[config.mk]
export PLATFORM = sky130hd
export DESIGN_NAME = fetch_controller
export DESIGN_NICKNAME = d
export VERILOG_FILES = /design/src/rtl/fetch_controller.sv
export SDC_FILE = /design/constraint.sdc
export NUM_CORES = 1
export LEC_CHECK = 0
export ABC_AREA = 1
export ABC_CLOCK_PERIOD_IN_PS = 2200
export BUFFER_PORTS_ARGS = -buffer_cell sky130_fd_sc_hd__buf_2
export CAP_MARGIN = 15
export CORE_MARGIN = 2
export CORE_UTILIZATION = 25
export CTS_CLUSTER_SIZE = 25
export DETAILED_ROUTE_END_ITERATION = 10
export PLACE_DENSITY_LB_ADDON = 0.08
export SETUP_SLACK_MARGIN = 0.3
export SLEW_MARGIN = 30
export SYNTH_ARGS = -nofsm -noshare
export SYNTH_HDL_FRONTEND = slang
export SYNTH_SLANG_ARGS = --single-unit
export TNS_END_PERCENT = 10
[constraint.sdc]
create_clock -name clock_i -period 2.2 [get_ports clock_i]
set_input_delay 0.33 -clock clock_i [delete_from_list [all_inputs] [get_ports clock_i]]
set_output_delay 0.33 -clock clock_i [all_outputs]
set_load 0.01 [all_outputs]
[src/rtl/fetch_controller.sv]
// Fetch-stage sequencer: start after reset, hold PC on stalls, redirect on taken
// branches with an IF/ID flush window, and stop permanently on a HALT opcode.
module fetch_controller #(
   parameter int                    PC_WIDTH          = 32,
   parameter int                    INSTRUCTION_WIDTH = 30,
   parameter int                    OPCODE_WIDTH      = 4,
   parameter logic [OPCODE_WIDTH-1:0] HALT_OPCODE     = 4'hF,
   parameter int                    FLUSH_CYCLES      = 2,
   parameter int                    COUNT_WIDTH       = 32
) (
   input  logic                         clock_i,
   input  logic                         reset_i,
   input  logic                         start_i,
   input  logic                         stall_i,
   input  logic                         branch_taken_i,
   input  logic [PC_WIDTH-1:0]          branch_target_i,
   input  logic [INSTRUCTION_WIDTH-1:0] instruction_i,
   output logic                         pc_enable_o,
   output logic                         pc_selector_o,
   output logic [PC_WIDTH-1:0]          new_pc_o,
   output logic                         flush_ifid_o,
   output logic                         valid_if_o,
   output logic                         halted_o,
   output logic [COUNT_WIDTH-1:0]       fetch_count_o
);

   // state    | meaning
   // IDLE     | waiting for start, fetch disabled
   // RUN      | issuing instructions, honouring stall / branch / halt
   // REDIRECT | squashing younger work after a taken branch
   // HALT     | fetch stopped until reset
   typedef enum logic [1:0] {
      ST_IDLE     = 2'd0,
      ST_RUN      = 2'd1,
      ST_REDIRECT = 2'd2,
      ST_HALT     = 2'd3
   } state_t;

   localparam int CNT_W = $clog2(FLUSH_CYCLES + 1);

   state_t                 state_q, state_d;
   logic [CNT_W-1:0]       redir_cnt_q, redir_cnt_d;
   logic                   halted_q, halted_d;
   logic [COUNT_WIDTH-1:0] fetch_count_q, fetch_count_d;
   logic [OPCODE_WIDTH-1:0] opcode;

   assign opcode = instruction_i[INSTRUCTION_WIDTH-1 -: OPCODE_WIDTH];

   always_ff @(posedge clock_i) begin
      if (reset_i) begin
         state_q       <= ST_IDLE;
         redir_cnt_q   <= '0;
         halted_q      <= 1'b0;
         fetch_count_q <= '0;
      end else begin
         state_q       <= state_d;
         redir_cnt_q   <= redir_cnt_d;
         halted_q      <= halted_d;
         fetch_count_q <= fetch_count_d;
      end
   end

   always_comb begin
      state_d       = state_q;
      redir_cnt_d   = redir_cnt_q;
      halted_d      = halted_q;
      fetch_count_d = fetch_count_q;
      pc_enable_o   = 1'b0;
      pc_selector_o = 1'b0;
      new_pc_o      = '0;
      flush_ifid_o  = 1'b0;
      valid_if_o    = 1'b0;

      case (state_q)
         ST_IDLE: begin
            if (start_i) state_d = ST_RUN;
         end
         ST_RUN: begin
            if (branch_taken_i) begin
               pc_enable_o   = 1'b1;
               pc_selector_o = 1'b1;
               new_pc_o      = branch_target_i;
               flush_ifid_o  = 1'b1;
               if (FLUSH_CYCLES == 1) begin
                  state_d = ST_RUN;
               end else begin
                  state_d     = ST_REDIRECT;
                  redir_cnt_d = CNT_W'(FLUSH_CYCLES - 1);
               end
            end else if (opcode == HALT_OPCODE) begin
               state_d  = ST_HALT;
               halted_d = 1'b1;
            end else if (stall_i) begin
               valid_if_o = 1'b1;
            end else begin
               pc_enable_o   = 1'b1;
               valid_if_o    = 1'b1;
               fetch_count_d = fetch_count_q + COUNT_WIDTH'(1);
            end
         end
         ST_REDIRECT: begin
            // Counter is loaded with the number of REDIRECT cycles still owed;
            // leave on the cycle it holds the last one.
            flush_ifid_o = 1'b1;
            if (redir_cnt_q <= CNT_W'(1)) begin
               state_d     = ST_RUN;
               redir_cnt_d = '0;
            end else begin
               redir_cnt_d = redir_cnt_q - CNT_W'(1);
            end
         end
         ST_HALT: begin
            state_d = ST_HALT;
         end
         default: begin
            state_d = ST_IDLE;
         end
      endcase
   end

   assign halted_o      = halted_q;
   assign fetch_count_o = fetch_count_q;

endmodule

==> impl_metrics.csv, run 1 <==
group,metric,value,unit
status,status,"finished, final reports clean",
logic_synthesis,synth_top_area_share,29.94,%
worst_hold_path,worstHoldEndpoint,"halted_o$_SDFFE_PP0P_",
route,drc,0,
power_and_ir_drop,peakVddDrop,0.1788,mV
sta,holdWs,0.4194,ns
cts,clock-root-buffer,"clkbuf_8",
sta,finalHoldViolations,0,
global_route,grt.overflow.total,0,
route,wl,7.317,mm
logic_synthesis,syn_avg_cell_area,5.793,um2
route,drt_iter0_drc,60,
route,wl_per_cell,10.92,um
cts,clk_latency,0.28,ns
placement,dpl.hpwl,5.734,mm
logic_synthesis,syn-cell-area,2474,um2
floorplan,dieArea,10710,um2
sta,finalSetupViolCount,0,
global_route,grt_max_degree,29,
power_and_ir_drop,p_per_area,448.9,nW/um2
route,ant_nets,0,
logic_synthesis,synth_area_leader_cell,"dfxtp_1",
worst_setup_path,start_kind,"register",
finish,design_area,3273,um2
worst_setup_path,worstSetupPathType,"register to primary output",
logic_synthesis,ys_types,28,
global_route,antenna_found_initial,0,
global_route,track_usage,14.37,%
finish,layout_common_cells,"nor2_1, buf_2, nand2_1",
route,vias,2850,
power_and_ir_drop,p_leak,1.671,nW
finish,ff_latch_area,742.0,um2
worst_setup_path,end_kind,"primary output",
cts,hold_buffers,0,
worst_setup_path,r2r_start,"fetch_count_o[1]$_SDFFE_PP0P_",
worst_setup_path,ff2ff_setup_slack,0.50,ns
route,first_pass_iters,4,
logic_synthesis,synthCells,427,
cts,cts_sinks,37,
floorplan,coreArea,9684,um2
finish,area_delta_synth_final,32.32,%
worst_setup_path,path_max_fanout,23,
worst_setup_path,r2r-end,"fetch_count_o[30]$_SDFFE_PP0P_",
sta,rsz0062_at_grt,"true",
sta,drv_slew,0,
placement,place_area,3163,um2
logic_synthesis,ys_warn_count,0,
sta,slew_headroom,77.34,%
global_route,grt_pass1_vias,2544,
floorplan,rows,36,
cts,postCtsSetupBuffers,0,
floorplan,io_pins,136,
placement,gp_congestion,0.8048,
logic_synthesis,syn-num-nets,499,
logic_synthesis,ys_seq_area_share,29.94,%
logic_synthesis,synthTopCellsByArea,"dfxtp_1, nor2_1, nand2_1",
global_route,grt_pass1_wl,12.08,mm
finish,antenna_cells,0,
sta,layout_min_cycle_time,1.799,ns
floorplan,die_h,103.5,um
sta,setup_tns,0,ns
route,vias_per_cell,4.254,
worst_hold_path,hold_depth,2,
power_and_ir_drop,power,1.469,mW
sta,max_slew.worst_pin.slew,0.3399,ns
cts,h-tree-depth,2,
finish,fillers,1127,
cts,numCtsBuffers,5,
placement,port_buffers,109,
floorplan,start_util,25.54,%
worst_hold_path,hp-class,"input pin to register",
run,drv_cap,0,
cts,max-clock-path-buffers,2,
sta,fin_skew,0.004861,ns
logic_synthesis,yosys_register_bits,37,
cts,cts_tree,"built",
cts,path_clk_slew,0.08,ns
floorplan,die_width,103.5,um
sta,fin_crit_sh,81.76,%
worst_setup_path,worst-r2r-cell-count,8,
worst_setup_path,cp_data_arrival_time,1.47,ns
finish,multi_input_area,1436,um2
finish,layout-drive-gt1-share,26.44,%
finish,nets,610,
worst_setup_path,critPathRequiredTime,1.87,ns
sta,fmax,555.9,MHz
worst_hold_path,min_from,"reset_i",
-- critical path, cell delays in order, from the launching register on --
cell	delay (ns)
dfxtp_1	0.40
inv_2	0.08
ha_4	0.19
nand2_4	0.16
buf_12	0.17
nor2_1	0.05
buf_2	0.13
-- synthesized netlist by cell type --
cell	count
a31oi_1	2
nand3_1	26
and2_1	1
nand3_2	1
a21boi_0	1
nand3b_1	2
dfxtp_1	37
nand3_4	1
buf_1	1
inv_1	72
nor3_2	2
nor3b_2	1
nor3_4	1
ha_1	5
clkbuf_1	5
a21oi_1	18
nor2_4	3
o21ai_0	5
a22oi_1	1
nor3_1	4
nor2_1	110
buf_6	2
nor2_2	6
nand4_1	9
nand2_1	107
nand2_2	2
or2_2	1
inv_2	1
-- worst max path at each step --
| stage | cells past startpoint | start | slack (ns) | endpoint |
|---|---|---|---|---|
| 2_1_floorplan | 5 | state_q[1]$_SDFFE_PP0P_ | 0.66 | pc_selector_o |
| 3_3_place_gp | 6 | state_q[1]$_SDFFE_PP0P_ | 0.29 | new_pc_o[9] |
| 3_5_place_dp | 6 | state_q[1]$_SDFFE_PP0P_ | 0.30 | new_pc_o[19] |
| 4_1_cts | 6 | state_q[1]$_SDFFE_PP0P_ | 0.32 | new_pc_o[19] |
| 5_1_grt | 8 | fetch_count_o[1]$_SDFFE_PP0P_ | 0.29 | fetch_count_o[30]$_SDFFE_PP0P_ |
| 6_report | 6 | state_q[1]$_SDFFE_PP0P_ | 0.40 | new_pc_o[19] |
-- state kept, by name (all words and copies together) (netlist names) --
name	count
halted_o	1
state_q	2
redir_cnt_q	2
fetch_count_o	32
-- cell type report --
class,instances,area share [%]
clock buffer,5,2.102
timing repair buffer,112,17.74
multi-input combinational,309,43.88
sequential,37,22.67
inverter,73,8.372
tap,133,5.084
clock inverter,1,0.1529
-- per-stage QoR --
stage,instances,setup slack (ns),util (%)
6_report,670,0.4012,33.80
5_1_grt,670,0.2917,33.80
4_1_cts,670,0.3194,33.60
3_5_place_dp,664,0.2959,32.66
3_3_place_gp,664,0.2897,32.66
2_1_floorplan,427,0.6613,-
-- per-layer routing --
layer	vias to the layer above	wire length, um	track usage (%)
met5	-	0	0
met2	95	3326	24.37
met4	0	96	4.858
met3	6	447	2.957
met1	1236	3446	18.14
li1	1513	-	-
-- logic make-up after synthesis --
family | after synthesis | share of synthesized area [%]
AO/OA/AOI/OAI | 27 | 5.766
adder cells (fa/ha/maj) | 5 | 2.529
buffers and inverters | 81 | 12.90
flip-flops | 37 | 29.94
AND/OR/NAND/NOR | 277 | 48.86
-- report_power, final --
part           switching, mW  internal [mW]  total (mW)
sequential            0.0144          0.684       0.698
combinational          0.185          0.132       0.317
clock                  0.245          0.209       0.454
total                  0.444           1.03        1.47
-- timing repair --
| action | 4_1_cts | 5_1_grt |
|---|---|---|
| endpoints found under the hold margin | 0 | 0 |
| setup endpoints to repair | 35 | 29 |
| gates cloned | 0 | 0 |
| gates resized for setup | 5 | 6 |
Power figures use the tool's default switching activity.
==> inputs of run 2 (changes only) <==
Settings changed: ABC_CLOCK_PERIOD_IN_PS 2200 to 1900.
Clock period 2.2 ns to 1.9 ns, I/O delays scaled along.
==> impl_metrics.csv, run 2 (synthesis results as in run 1) <==
group,metric,value,unit
worst_setup_path,end_kind,"primary output",
worst_setup_path,cp_slowest_cell,"dfxtp_2",
global_route,grt_pass1_vias,2605,
finish,layout-drive-gt1-share,30.24,%
power_and_ir_drop,p_leak,1.718,nW
finish,final_util,35.40,%
global_route,antenna_found_initial,0,
power_and_ir_drop,p_per_area,528.0,nW/um2
global_route,grt.overflow.total,0,
worst_hold_path,hp-class,"input pin to register",
cts,clk_latency,0.29,ns
cts,path_clk_slew,0.08,ns
worst_setup_path,worstSetupPathType,"register to primary output",
worst_setup_path,worst-path-buf-inv,4,
cts,max-clock-path-buffers,2,
placement,gp_congestion,0.8060,
finish,largest_reg_flops,32,
placement,port_buffers,109,
route,wl,7.536,mm
worst_setup_path,critPathRequiredTime,1.62,ns
finish,stdcell_count,682,
worst_setup_path,path_max_fanout,5,
placement,dp_cells,667,
floorplan,io_pins,136,
floorplan,die_h,103.5,um
placement,dpl.hpwl,5.715,mm
worst_setup_path,cpMostUsedCell,"nand2_2",
route,vias,2891,
sta,fin_skew,0.009002,ns
sta,fin_crit_sh,87.30,%
floorplan,dieArea,10710,um2
sta,drv_slew,0,
route,wl_per_cell,11.05,um
placement,place_area,3198,um2
finish,antenna_cells,0,
status,status,"finished, final reports clean",
global_route,track_usage,14.50,%
sta,fmax,602.9,MHz
cts,h-tree-depth,2,
finish,final_common_cell,"buf_2",
sta,holdWs,0.4008,ns
global_route,grt_pass1_wl,12.16,mm
worst_setup_path,cp_data_arrival_time,1.37,ns
sta,max_slew.worst_pin.slew,0.3398,ns
finish,fillers,1099,
worst_setup_path,cpPeakStageDelay,0.34,ns
finish,ff_latch_area,745.7,um2
cts,numCtsBuffers,5,
worst_setup_path,worst-r2r-cell-count,9,
route,drt_iter0_drc,123,
global_route,grt_max_degree,29,
finish,design_area,3428,um2
cts,cts_sinks,37,
power_and_ir_drop,peakVddDrop,0.2071,mV
finish,nets,621,
worst_hold_path,hold_depth,3,
worst_setup_path,crit_chain,"inv_2 -> ha_4 -> nand2_2 -> inv_4 -> nand2_2 -> inv_1 -> buf_2",
sta,fin_ws,0.2412,ns
worst_setup_path,cp_top_family,"buffers and inverters",
floorplan,start_util,25.54,%
placement,pre_cts_slack,0.2113,ns
sta,layout_min_cycle_time,1.659,ns
route,first_pass_iters,4,
finish,layout_common_cells,"buf_2, nand2_1, nor2_1",
route,ant_nets,0,
finish,multi_input_area,1484,um2
cts,clock-root-buffer,"clkbuf_8",
floorplan,die_width,103.5,um
floorplan,rows,36,
route,drc,0,
worst_setup_path,start_kind,"register",
cts,cts_tree,"built",
finish,area_delta_synth_final,38.59,%
floorplan,coreArea,9684,um2
sta,finalSetupViolCount,0,
sta,finalHoldViolations,0,
sta,rsz0062_at_grt,"true",
worst_setup_path,crit_cells,7,
run,drv_cap,0,
sta,setup_tns,0,ns
power_and_ir_drop,power,1.810,mW
sta,slew_headroom,77.28,%
route,vias_per_cell,4.239,
run 2: cell type report:
type                       instances  share of cell area, %
multi-input combinational        310                  43.28
sequential                        37                  21.75
timing repair buffer             122                  19.53
inverter                          73                  8.066
tap                              133                  4.854
clock buffer                       7                  2.518
run 2: what timing repair did:
action / 4_1_cts / 5_1_grt
resized for setup: 14 / 14
pin swaps: 0 / 1
cloned: 1 / 1
hold buffers: 0 / 0
endpoints found under the setup margin: 54 / 59
buffers inserted: 1 / 5
endpoints found under the hold margin: 0 / 0
run 2: power by group:
| part | leakage, nW | internal (mW) | switching (mW) |
|---|---|---|---|
| Sequential | 0.300 | 0.793 | 0.0157 |
| Clock | 0.0443 | 0.289 | 0.296 |
| Combinational | 1.37 | 0.187 | 0.229 |
| Total | 1.72 | 1.27 | 0.541 |
run 2: final timing paths:
| kind | start | endpoint | slack (ns) |
|---|---|---|---|
| worst max-delay path | state_q[1]$_SDFFE_PP0P_ | valid_if_o | 0.24 |
| worst min-delay path | reset_i | fetch_count_o[19]$_SDFFE_PP0P_ | 0.40 |
| worst max register to register | state_q[1]$_SDFFE_PP0P_ | fetch_count_o[8]$_SDFFE_PP0P_ | 0.29 |
| worst min register to register | redir_cnt_q[1]$_SDFFE_PP0P_ | redir_cnt_q[1]$_SDFFE_PP0P_ | 0.47 |
run 2: worst register-to-register path: stages (launching register included):
cell	delay, ns
dfxtp_2	0.34
inv_2	0.09
ha_4	0.17
nand2_2	0.11
inv_4	0.09
buf_4	0.12
nand3_2	0.15
buf_4	0.19
nor3_1	0.18
nor3_2	0.07
run 2: routing by layer:
layer | track usage, % | share of wire [%]
met5 | 0 | 0
met4 | 3.340 | 0.93
met3 | 3.226 | 6.4
met2 | 24.62 | 45
met1 | 18.75 | 48
